### src/rtl/dcache_inval_sequencer_pkg.sv
// Shared constants and types for the dcache full-invalidate sequencer.
package dcache_inval_sequencer_pkg;

  // Cache geometry defaults, matching the dcache arrays.
  localparam int unsigned DCACHE_SET_ASSOC   = 8;
  localparam int unsigned DCACHE_NUM_WORDS   = 256;
  localparam int unsigned DCACHE_INDEX_WIDTH = 12;
  localparam int unsigned DCACHE_BYTE_OFFSET = 4;

  // Widest way count the lane-mask helper supports.
  localparam int unsigned VLDRTY_MAX_WAYS = 32;

  // Sequencer states.
  typedef enum logic [1:0] {
    BOOT  = 2'd0,
    IDLE  = 2'd1,
    SWEEP = 2'd2,
    ACK   = 2'd3
  } inval_state_e;

  // Byte-enable mask selecting the dirty (lane 0) and valid (lane 1) bytes of every way.
  function automatic logic [8*VLDRTY_MAX_WAYS-1:0] vldrty_be_all(input int unsigned num_ways);
    logic [8*VLDRTY_MAX_WAYS-1:0] mask;
    mask = '0;
    for (int unsigned i = 0; i < VLDRTY_MAX_WAYS; i++) begin
      if (i < num_ways) begin
        mask[8*i +: 2] = 2'b11;
      end
    end
    return mask;
  endfunction

endpackage

### src/rtl/dcache_inval_sequencer.sv
// Sweeps every dcache set through one SRAM arbiter port, clearing valid/dirty of all ways.
// Runs once after reset when init_ni is low, and again on each software invalidate request.
module dcache_inval_sequencer
  import dcache_inval_sequencer_pkg::*;
#(
  parameter int unsigned NumWays    = DCACHE_SET_ASSOC,
  parameter int unsigned NumSets    = DCACHE_NUM_WORDS,
  parameter int unsigned IndexWidth = DCACHE_INDEX_WIDTH,
  parameter int unsigned ByteOffset = DCACHE_BYTE_OFFSET
) (
  input  logic                    clk_i,
  input  logic                    rst_i,
  input  logic                    init_ni,
  input  logic                    inval_req_i,
  output logic                    inval_ack_o,
  output logic                    busy_o,
  output logic [NumWays-1:0]      req_o,
  output logic [IndexWidth-1:0]   addr_o,
  output logic                    we_o,
  output logic [8*NumWays-1:0]    be_vldrty_o,
  output logic [8*NumWays-1:0]    wdata_vldrty_o,
  input  logic                    gnt_i
);

  localparam int unsigned CntWidth = $clog2(NumSets);
  localparam int unsigned BeWidth  = 8 * NumWays;
  localparam logic [CntWidth-1:0] LastSet = CntWidth'(NumSets - 1);
  localparam logic [BeWidth-1:0]  BeMask  = BeWidth'(vldrty_be_all(NumWays));

  inval_state_e        state_q;
  logic [CntWidth-1:0] set_cnt_q;
  logic                pend_q;
  logic                sweep_q;
  logic                ack_q;

  // FSM, set counter and registered request/ack flags; grant only acts through these flops.
  always_ff @(posedge clk_i or posedge rst_i) begin
    if (rst_i) begin
      state_q   <= BOOT;
      set_cnt_q <= '0;
      pend_q    <= 1'b0;
      sweep_q   <= 1'b0;
      ack_q     <= 1'b0;
    end else begin
      ack_q <= 1'b0;
      case (state_q)
        BOOT: begin
          if (!init_ni) begin
            state_q <= SWEEP;
            sweep_q <= 1'b1;
            pend_q  <= 1'b0;
          end else begin
            state_q <= IDLE;
          end
        end
        IDLE: begin
          if (inval_req_i) begin
            state_q   <= SWEEP;
            sweep_q   <= 1'b1;
            pend_q    <= 1'b1;
            set_cnt_q <= '0;
          end
        end
        SWEEP: begin
          // A request arriving mid-sweep is served by the sweep already running.
          if (inval_req_i) begin
            pend_q <= 1'b1;
          end
          if (gnt_i) begin
            if (set_cnt_q == LastSet) begin
              set_cnt_q <= '0;
              sweep_q   <= 1'b0;
              if (pend_q || inval_req_i) begin
                state_q <= ACK;
                ack_q   <= 1'b1;
              end else begin
                state_q <= IDLE;
              end
            end else begin
              set_cnt_q <= set_cnt_q + CntWidth'(1);
            end
          end
        end
        ACK: begin
          pend_q  <= 1'b0;
          state_q <= IDLE;
        end
        default: begin
          state_q <= IDLE;
          sweep_q <= 1'b0;
        end
      endcase
    end
  end

  // Port drive: request/enables only while sweeping, data always zero.
  assign busy_o         = sweep_q;
  assign req_o          = {NumWays{sweep_q}};
  assign we_o           = sweep_q;
  assign be_vldrty_o    = sweep_q ? BeMask : '0;
  assign wdata_vldrty_o = '0;
  assign addr_o         = IndexWidth'({set_cnt_q, {ByteOffset{1'b0}}});
  assign inval_ack_o    = ack_q;

  // Request and address hold while stalled on the arbiter.
  a_req_stable: assert property (@(posedge clk_i) disable iff (rst_i)
    (sweep_q && !gnt_i) |=> ($stable(req_o) && $stable(addr_o)));

  // Acknowledge is a single-cycle pulse.
  a_ack_pulse: assert property (@(posedge clk_i) disable iff (rst_i)
    ack_q |=> !ack_q);

  // Write enable tracks any active way request.
  a_we_req: assert property (@(posedge clk_i) we_o == (|req_o));

endmodule
### config.mk
export PLATFORM = sky130hd
export DESIGN_NAME = dcache_inval_sequencer
export DESIGN_NICKNAME = d
export VERILOG_FILES = /design/src/rtl/dcache_inval_sequencer_pkg.sv /design/src/rtl/dcache_inval_sequencer.sv
export SDC_FILE = /design/constraint.sdc
export NUM_CORES = 1
export LEC_CHECK = 0
export ABC_AREA = 0
export BUFFER_PORTS_ARGS = -buffer_cell sky130_fd_sc_hd__buf_4
export CORE_UTILIZATION = 42
export DETAILED_ROUTE_END_ITERATION = 10
export GPL_TIMING_DRIVEN = 0
export HOLD_SLACK_MARGIN = 0.12
export PLACE_DENSITY = 0.87
export SYNTH_ARGS = -nofsm -noshare
export SYNTH_HDL_FRONTEND = slang
export SYNTH_SLANG_ARGS = --single-unit
### constraint.sdc
create_clock -name clk_i -period 2.7 [get_ports clk_i]
set_input_delay 0.27 -clock clk_i [delete_from_list [all_inputs] [get_ports clk_i]]
set_output_delay 0.27 -clock clk_i [all_outputs]
set_load 0.05 [all_outputs]
-- Word-level counts from Yosys, hierarchy flattened
Index checks and enable logic that the tools add are counted.
- input port bits: 5
- output and inout port bits: 151
- register bits after elaboration: 13
- word-level logic and storage cells: 46
- reductions and logical operators: 9
- equality and inequality tests: 9
- mux-type cells: 22
- add/subtract/negate cells: 1
- operators with widths (kind ; number):
    58-bit 2-to-1 mux ; 1
    8-bit 2-to-1 mux ; 3
    8-bit case mux with 2 select lines ; 1
    2-bit 2-to-1 mux ; 5
    1-bit 2-to-1 mux ; 9
    8-bit by 1-bit adder with 8-bit output (second input constant) ; 1
    8-bit equality test (second input constant) ; 1
    2-bit inequality test (second input constant) ; 4
    2-bit case mux with 4 select lines ; 1
    1-bit case mux with 3 select lines ; 2
    3-bit AND reduction ; 2
    5-bit AND reduction ; 1
    2-bit equality test (second input constant) ; 2
    3-bit nonzero test ; 1
    2-bit by 1-bit equality test with 1-bit output (second input constant) ; 1
    2-bit logical NOT ; 1
    2-bit by 1-bit inequality test with 1-bit output (second input constant) ; 1
    2-bit AND reduction ; 1
    2-bit nonzero test ; 1
    2-bit OR reduction ; 1
    1-bit logical OR ; 1

-- Longest topological paths before layout
Gate-level depths: netlist of run 1.
- depth after elaboration: 5
- depth in mapped cells: 7
- depth with buffers taken out: 6

-- Worst setup path before layout of run 1
Ideal clock, no wire load.
- path type: register to register
- start: register set_cnt_q[1]
- end: register state_q[0]
- clock period less this slack: 1949 ps
- path buffers: 0
- stages on the path, launching flop included: 6
- path slack: 751 ps
- required time: 2575 ps
- library setup time: 125 ps
- arrival time: 1825 ps
- cell sequence: dfrtp_1 > ha_1 > and4_1 > nand4_1 > a21bo_2 > mux2_2
- longest elaborated chain between the ends: 3
- ends and longest elaborated chain (element ; line ; RTL):
    start, declared ; dcache_inval_sequencer.sv:31 ; logic [CntWidth-1:0] set_cnt_q;
    start signal, assigned ; dcache_inval_sequencer.sv:80 ; set_cnt_q <= set_cnt_q + CntWidth'(1);
    8-bit equality test ; dcache_inval_sequencer.sv:70 ; if (set_cnt_q == LastSet) begin
    2-bit inequality test (no source line) ; -- ;
    3-bit AND reduction (no source line) ; -- ;
    end signal, assigned ; dcache_inval_sequencer.sv:74 ; state_q <= ACK;
    end signal, assigned ; dcache_inval_sequencer.sv:77 ; state_q <= IDLE;
    end signal, assigned ; dcache_inval_sequencer.sv:86 ; state_q <= IDLE;
    end, declared ; dcache_inval_sequencer.sv:30 ; inval_state_e state_q;
Every way passes these cells.
A chain may end at the register's enable or synchronous reset.

-- Final worst setup path of run 1
- start: register state_q[1]
- end: register set_cnt_q[6]
- longest elaborated chain between the ends: 3
- elaborated cells on any way between the ends: 7
- those cells by class: eq/ne (4); mux (1); reduce/logical (2)
- ends and longest elaborated chain (element ; line ; RTL):
    start signal, assigned ; dcache_inval_sequencer.sv:39 ; state_q <= BOOT;
    start signal, assigned ; dcache_inval_sequencer.sv:49 ; state_q <= SWEEP;
    start signal, assigned ; dcache_inval_sequencer.sv:53 ; state_q <= IDLE;
    2-bit equality test or 2-bit by 1-bit equality test with 1-bit output (tied branches) ; dcache_inval_sequencer.sv:46 ; case (state_q)
    2-bit inequality test (no source line) or 2-bit nonzero test (tied branches) ; -- ;
    3-bit AND reduction (no source line) ; -- ;
Several ways; a longest one is shown, not always the timed one.

==> results of run 1 <==
==> cells in the final DEF, fill, tap and decap left out, types with 2 or more instances in the layout <==
cell,netlist,routed
a21oi_1,4,4
clkbuf_1,1,2
nand4_1,3,3
nand3_1,3,3
nand3b_1,2,2
nand2_1,7,7
a21bo_2,2,2
dfrtp_1,13,13
mux2i_1,2,2
nor2_1,8,8
inv_1,4,4
conb_1,1,116
clkbuf_8,0,3
ha_1,6,6
nor3_1,2,2
o21ai_0,7,7
xnor2_1,3,3
buf_4,141,180
nor2b_1,2,2
==> stage by stage <==
| stage | utilization [%] | worst slack, ps | hold slack [ps] |
|---|---|---|---|
| floorplan | - | 751 | 147 |
| global placement | 64.0 | 908 | 332 |
| detailed placement | 64.0 | 859 | 335 |
| CTS | 65.3 | 850 | 291 |
| global route | 65.3 | 734 | 301 |
| finish | 65.3 | 847 | 280 |
==> sequential cells by signal, summed over array words and instances (netlist names) <==
register,count
busy_o,1
state_q,2
inval_ack_o,1
set_cnt_q,8
pend_q,1
==> kinds of logic (layout without fill, tap and decap cells) <==
| family | Yosys count | count (layout) | synth area share, % |
|---|---|---|---|
| other | 1 | 116 | 0.205 |
| AND/OR/NAND/NOR | 34 | 34 | 10.1 |
| adder cells (fa/ha/maj) | 6 | 6 | 4.11 |
| flip-flops | 13 | 13 | 17.8 |
| AO/OA/AOI/OAI | 16 | 16 | 5.68 |
| XOR/XNOR | 3 | 3 | 1.44 |
| buffers and inverters | 146 | 190 | 58.9 |
| multiplexers | 3 | 3 | 1.71 |
==> report_power, final <==
part | internal [mW] | switching [mW] | leakage (nW)
Combinational | 0.283 | 0.630 | 1.47
Sequential | 0.235 | 0.0392 | 0.169
Clock | 0.105 | 0.0757 | 0.0228
==> tightest hold or removal path: cells and delay by family <==
family / cells / cell delay (ps)
AO/OA/AOI/OAI: 1 / 60
AND/OR/NAND/NOR: 1 / 70
buffers and inverters: 1 / 90
==> how the worst min path moves through the flow <==
| stage | from | to | slack [ps] | depth (start not counted) |
|---|---|---|---|---|
| floorplan | rst_i | busy_o$_DFFE_PP0P_ | 150 | 1 |
| global placement | rst_i | pend_q$_DFFE_PP0P_ | 330 | 2 |
| detailed placement | rst_i | state_q[1]$_DFFE_PP0P_ | 330 | 2 |
| CTS | init_ni | pend_q$_DFFE_PP0P_ | 290 | 3 |
| global route | init_ni | pend_q$_DFFE_PP0P_ | 300 | 3 |
| finish | init_ni | pend_q$_DFFE_PP0P_ | 280 | 3 |
==> cell type report <==
| cell class | instances | area, um2 |
|---|---|---|
| buffer | 142 | 1060 |
| clock buffer | 4 | 45.0 |
| sequential | 13 | 325 |
| timing repair buffer | 40 | 303 |
| fill | 343 | 1420 |
| multi-input combinational | 178 | 857 |
| inverter | 4 | 15.0 |
| tap | 50 | 62.6 |
==> routing by layer <==
layer / share of wire [%] / wire length, um / GRT usage (%) / up-vias
met1: 30 / 1120 / 11.9 / 642
met3: 8.5 / 317 / 2.00 / 5
li1: - / - / - / 769
met5: 0 / 0 / 0 / -
met4: 1.4 / 53 / 7.29 / 0
met2: 60 / 2220 / 30.6 / 74
==> what timing repair did <==
item / 4_1_cts / 5_1_grt
resized for setup: 0 / 0
hold buffers: 1 / 0
hold endpoints to repair: 13 / 0
==> results by group, run 1 <==
Power
  • Leakage power figure: 1.66 nW
  • P per Cell Area: 512 nW/um2
  • Max VDD drop: 543 uV
  • Pwr Total: 1.37 mW

Synth
  • Main synth FF type: dfrtp_1
  • Post-Synthesis Cells: 222
  • Synth Warn #: 0
  • Most frequent cells after synthesis: buf_4 (141), dfrtp_1 (13), nor2_1 (8)
  • Avg Cell Area, Syn: 8.23 um2
  • Yosys top cell by area: buf_4
  • Netlist cell types: 29
  • Top-count cell post-synth: buf_4
  • Sequential-to-total area share from yosys stat: 17.8%
  • Async SR Flop Fraction: 100%
  • Synth top area cells: buf_4 (58%), dfrtp_1 (18%), ha_1 (4.1%)
  • Mapped Area: 1830 um2
  • Synthesized flop and latch total: 13
  • Synth top area share: 57.9%
  • EDFF count, synth: 0

Drt
  • Detailed Route WL: 3.71 mm
  • Routed vias: 1,490
  • Routed Antenna Nets: 0
  • Vias per inst: 3.46
  • TritonRoute pass-1 iters: 4
  • DRT iter0 DRCs: 35
  • DRC: 0
  • Wirelength per Cell: 8.61 um

Die
  • Initial Util: 44.7%
  • I/O pins: 156
  • DIE HEIGHT: 68.0 um
  • Die Span X: 68.0 um
  • Core area: 4090 um2
  • Die area: 4620 um2
  • # rows: 23

GRT
  • Gr usage total: 14.2%
  • Number of global-route vias before repair: 1,151
  • Pin count of the biggest net entering global routing: 28
  • Initial antenna violation count: 0
  • First-pass GRT wire length: 4.97 mm
  • GRT overflow: 0

Setup path
  • Critical Path Source Type: register
  • Largest fanout on the critical path: 5
  • Worst r2r path cells: 6
  • Flop-to-flop setup slack: 850 ps
  • Worst EP arrival: 1980 ps
  • Worst-path cell chain: inv_1, ha_1, mux2i_1, or2_4, nor4b_1, a311o_1
  • R2R Path End: set_cnt_q[6]$_DFFE_PP0P_
  • Dominant delay contributor by cell family on the critical path: multiplexers
  • Critical Path Source: state_q[1]$_DFFE_PP0P_
  • Cell depth of the worst setup path: 6
  • CP required: 2830 ps
  • Crit end category: register
  • Worst Setup Path Type: reg -> reg
  • Slowest-stage cell, CP: mux2i_1
  • Largest stage delay, worst path: 440 ps
  • CP bufs+invs: 1
  • Critical path destination: set_cnt_q[6]$_DFFE_PP0P_
  • FF-to-FF Start: state_q[1]$_DFFE_PP0P_

CTS
  • Clock sink count: 13
  • Worst skew pair latency: 250 ps
  • CTS root buf: clkbuf_8
  • CTS Buffer Depth: 2
  • Setup Buffers After CTS: 0
  • CTS tree: done
  • H-Tree Depth: 1
  • Total CTS buffers: 3
  • Clock transition at path regs: 60 ps

STA
  • Tmin final: 1850 ps
  • Rel. slew slack: 48.8%
  • Final setup viols: 0
  • Worst-Margin Slew: 768 ps
  • Fmax: 540 MHz
  • Clk_skew: 1.57 ps
  • Hold Vio Cnt, Final: 0
  • Setup TNS Final: 0 ps
  • Slew Viols, Final: 0
  • Period utilization: 68.6%
  • RSZ-0062 raised after global routing: no

Placed design
  • Post-DP HPWL: 3.24 mm
  • Placed cell count: 426
  • IO buf count: 39
  • Routability congestion estimate: 0.828
  • Dpl cell area: 2620 um2

Min path
  • Hold crit path type: in -> reg

Final layout
  • ANT cells: 0
  • Nets: 393
  • Area added between synthesis and finish: 46.1%
  • Final Non-Filler Cells: 431
  • Share of layout cells above drive strength 1: 49.3%
  • Fin area: 2670 um2

Flow run
  • Max Cap Viol: 0

Outcome
  • Status: completed
(Power assumes the default switching activity.)
==> inputs of run 2 (changes only) <==
- ABC_AREA: 0 -> 1
- CORE_UTILIZATION: 42 -> 40
- PLACE_DENSITY: 0.87 -> 0.82
- clock period: 2.7 -> 1.75 ns (I/O delays scaled with it)
==> results by group, run 2 <==
Synth
  • Avg Cell Area, Syn: 7.68 um2
  • Yosys top cell by area: buf_4
  • Async SR Flop Fraction: 100%
  • Main synth FF type: dfrtp_1
  • Sequential-to-total area share from yosys stat: 17.0%
  • Synth top area cells: buf_4 (55%), dfrtp_1 (17%), nand2_1 (4.5%)
  • Synth Warn #: 0
  • Mapped Area: 1910 um2
  • Post-Synthesis Cells: 249
  • Netlist cell types: 22
  • Most frequent cells after synthesis: buf_4 (141), nand2_1 (23), dfrtp_1 (13), inv_1 (13), nor2_1 (11)
  • Synth top area share: 55.4%
  • EDFF count, synth: 0
  • Top-count cell post-synth: buf_4
  • Synthesized flop and latch total: 13

Setup path
  • FF-to-FF Start: state_q[0]$_DFFE_PP0P_
  • Dominant delay contributor by cell family on the critical path: simple AND/OR/NAND/NOR gates
  • Slowest-stage cell, CP: dfrtp_1
  • Worst r2r path cells: 9
  • Largest stage delay, worst path: 390 ps
  • R2R Path End: set_cnt_q[4]$_DFFE_PP0P_
  • Cell depth of the worst setup path: 9
  • Flop-to-flop setup slack: 230 ps
  • Worst EP arrival: 1650 ps
  • CP required: 1880 ps
  • Worst Setup Path Type: reg -> reg
  • CP bufs+invs: 2
  • Critical Path Source Type: register
  • Crit end category: register
  • Worst-path cell chain: inv_1, ha_1, buf_6, nand2_4, nand2_4, nor2_8, nand2_1, nand2_1, nor2_1
  • Largest fanout on the critical path: 10
  • Critical Path Source: state_q[0]$_DFFE_PP0P_
  • Critical path destination: set_cnt_q[4]$_DFFE_PP0P_

Drt
  • Detailed Route WL: 3.54 mm
  • Routed Antenna Nets: 0
  • Routed vias: 1,569
  • DRT iter0 DRCs: 81
  • TritonRoute pass-1 iters: 9
  • Vias per inst: 3.41
  • Wirelength per Cell: 7.70 um
  • DRC: 9

Die
  • Die Span X: 71.1 um
  • DIE HEIGHT: 71.1 um
  • Die area: 5060 um2
  • # rows: 24
  • I/O pins: 156
  • Core area: 4470 um2
  • Initial Util: 42.7%

Power
  • Max VDD drop: 1120 uV
  • P per Cell Area: 1650 nW/um2
  • Leakage power figure: 1.78 nW

Final layout
  • Area added between synthesis and finish: 44.2%
  • Most common cell after layout, fill and taps aside: buf_4
  • Nets: 420
  • Final Non-Filler Cells: 460
  • ANT cells: 0
  • Fin area: 2760 um2
  • Top Registers: set_cnt_q: 8 flops, state_q: 2 flops
  • Commonest non-fill, non-tap cells in the layout: buf_4 (180), conb_1 (116), nand2_1 (23)
  • Max reg flops: 8
  • Biggest register: set_cnt_q
  • Share of layout cells above drive strength 1: 49.0%

Placed design
  • Routability congestion estimate: 0.854
  • IO buf count: 39
  • Post-DP HPWL: 3.15 mm
  • Dpl cell area: 2700 um2
  • Place WS: 228 ps
  • Placed cell count: 455

GRT
  • Gr usage total: 12.8%
  • GRT overflow: 0
  • First-pass GRT wire length: 5.17 mm
  • Pin count of the biggest net entering global routing: 28
  • Number of global-route vias before repair: 1,174
  • Initial antenna violation count: 0

CTS
  • CTS Buffer Depth: 2
  • CTS tree: done
  • H-Tree Depth: 1
  • Worst skew pair latency: 240 ps
  • Clock sink count: 13
  • Total CTS buffers: 3
  • Clock transition at path regs: 60 ps
  • CTS root buf: clkbuf_8

STA
  • Worst-Margin Slew: 525 ps
  • Clk_skew: 1.47 ps
  • Worst setup margin: 232 ps
  • Fmax: 659 MHz
  • RSZ-0062 raised after global routing: no
  • Hold Vio Cnt, Final: 0
  • Setup TNS Final: 0 ps
  • Period utilization: 86.7%
  • Slew Viols, Final: 0
  • Final setup viols: 0
  • Tmin final: 1520 ps
  • Rel. slew slack: 64.9%

Outcome
  • Status: finished, violations left
  • Failing checks: DRC

Flow run
  • Max Cap Viol: 0

Min path
  • Hold crit path type: in -> reg
==> run 2: changes by cell type in the layout (fill, tap and decap cells not counted), sizes merged, moves of 3 or more <==
cell,before,now
nand2,7,29
inv,4,15
nor2,8,15
nand3,3,8
xnor2,3,0
==> run 2: area by class of cell <==
cell class                 count  area [um2]
buffer                       142        1070
clock buffer                   4        45.0
fill                         416        1720
inverter                      15        56.3
multi-input combinational    194         892
sequential                    13         327
tap                           52        65.1
timing repair buffer          40         303
==> run 2: timing repair <==
item | CTS | global route
buffers inserted | 0 | 0
hold buffers | 1 | 0
resized for setup | 0 | 1
hold endpoints to repair | 13 | 0
endpoints found under the setup margin | 0 | 25
==> run 2: logic make-up (layout without fill, tap and decap cells) <==
logic type,Yosys count,after routing,share of synthesized area (%)
buffers and inverters,157,201,58.9
adders and majority gates,6,6,3.93
DFF,13,13,17.0
and+or+nand+nor,58,58,16.2
AOI/OAI and AO/OA,14,14,3.80
other,1,116,0.196
==> run 2: worst register-to-register path, cell delays in order, from the launching register on <==
cell and delay [ps]:
dfrtp_1 390, inv_1 100, ha_1 220, buf_6 150, nand2_4 80, nand2_4 70
nor2_8 140, nand2_1 120, nand2_1 80, nor2_1 40
==> run 2: per-stage QoR <==
stage	util [%]	power, mW	hold WS (ps)
after floorplan	-	3.57	52.0
after global placement	60.4	4.25	249
after detailed placement	60.4	4.30	250
after CTS	61.6	4.59	192
after global routing	61.6	4.80	220
final	61.6	4.55	192
==> run 2: power breakdown <==
group	internal [mW]	switching, mW
combinational	1.24	2.50
clock	0.161	0.111
sequential	0.383	0.152
==> run 2: routing by layer <==
metal  track usage (%)  share of wire, %  vias up  wire [um]
li1                  -                 -      831          -
met1              12.2                31      659       1090
met2              26.5                59       75       2070
met3              2.85               9.5        4        336
met4              4.00               1.1        0         38
met5                 0                 0        -          0
==> run 2: worst min path at each step <==
stage | endpoint | start | slack [ps] | cells past startpoint
detailed placement | state_q[0]$_DFFE_PP0P_ | rst_i | 250 | 2
floorplan | busy_o$_DFFE_PP0P_ | rst_i | 50 | 1
CTS | pend_q$_DFFE_PP0P_ | inval_req_i | 190 | 3
global route | pend_q$_DFFE_PP0P_ | inval_req_i | 220 | 3
finish | pend_q$_DFFE_PP0P_ | inval_req_i | 190 | 3
global placement | state_q[0]$_DFFE_PP0P_ | rst_i | 250 | 2
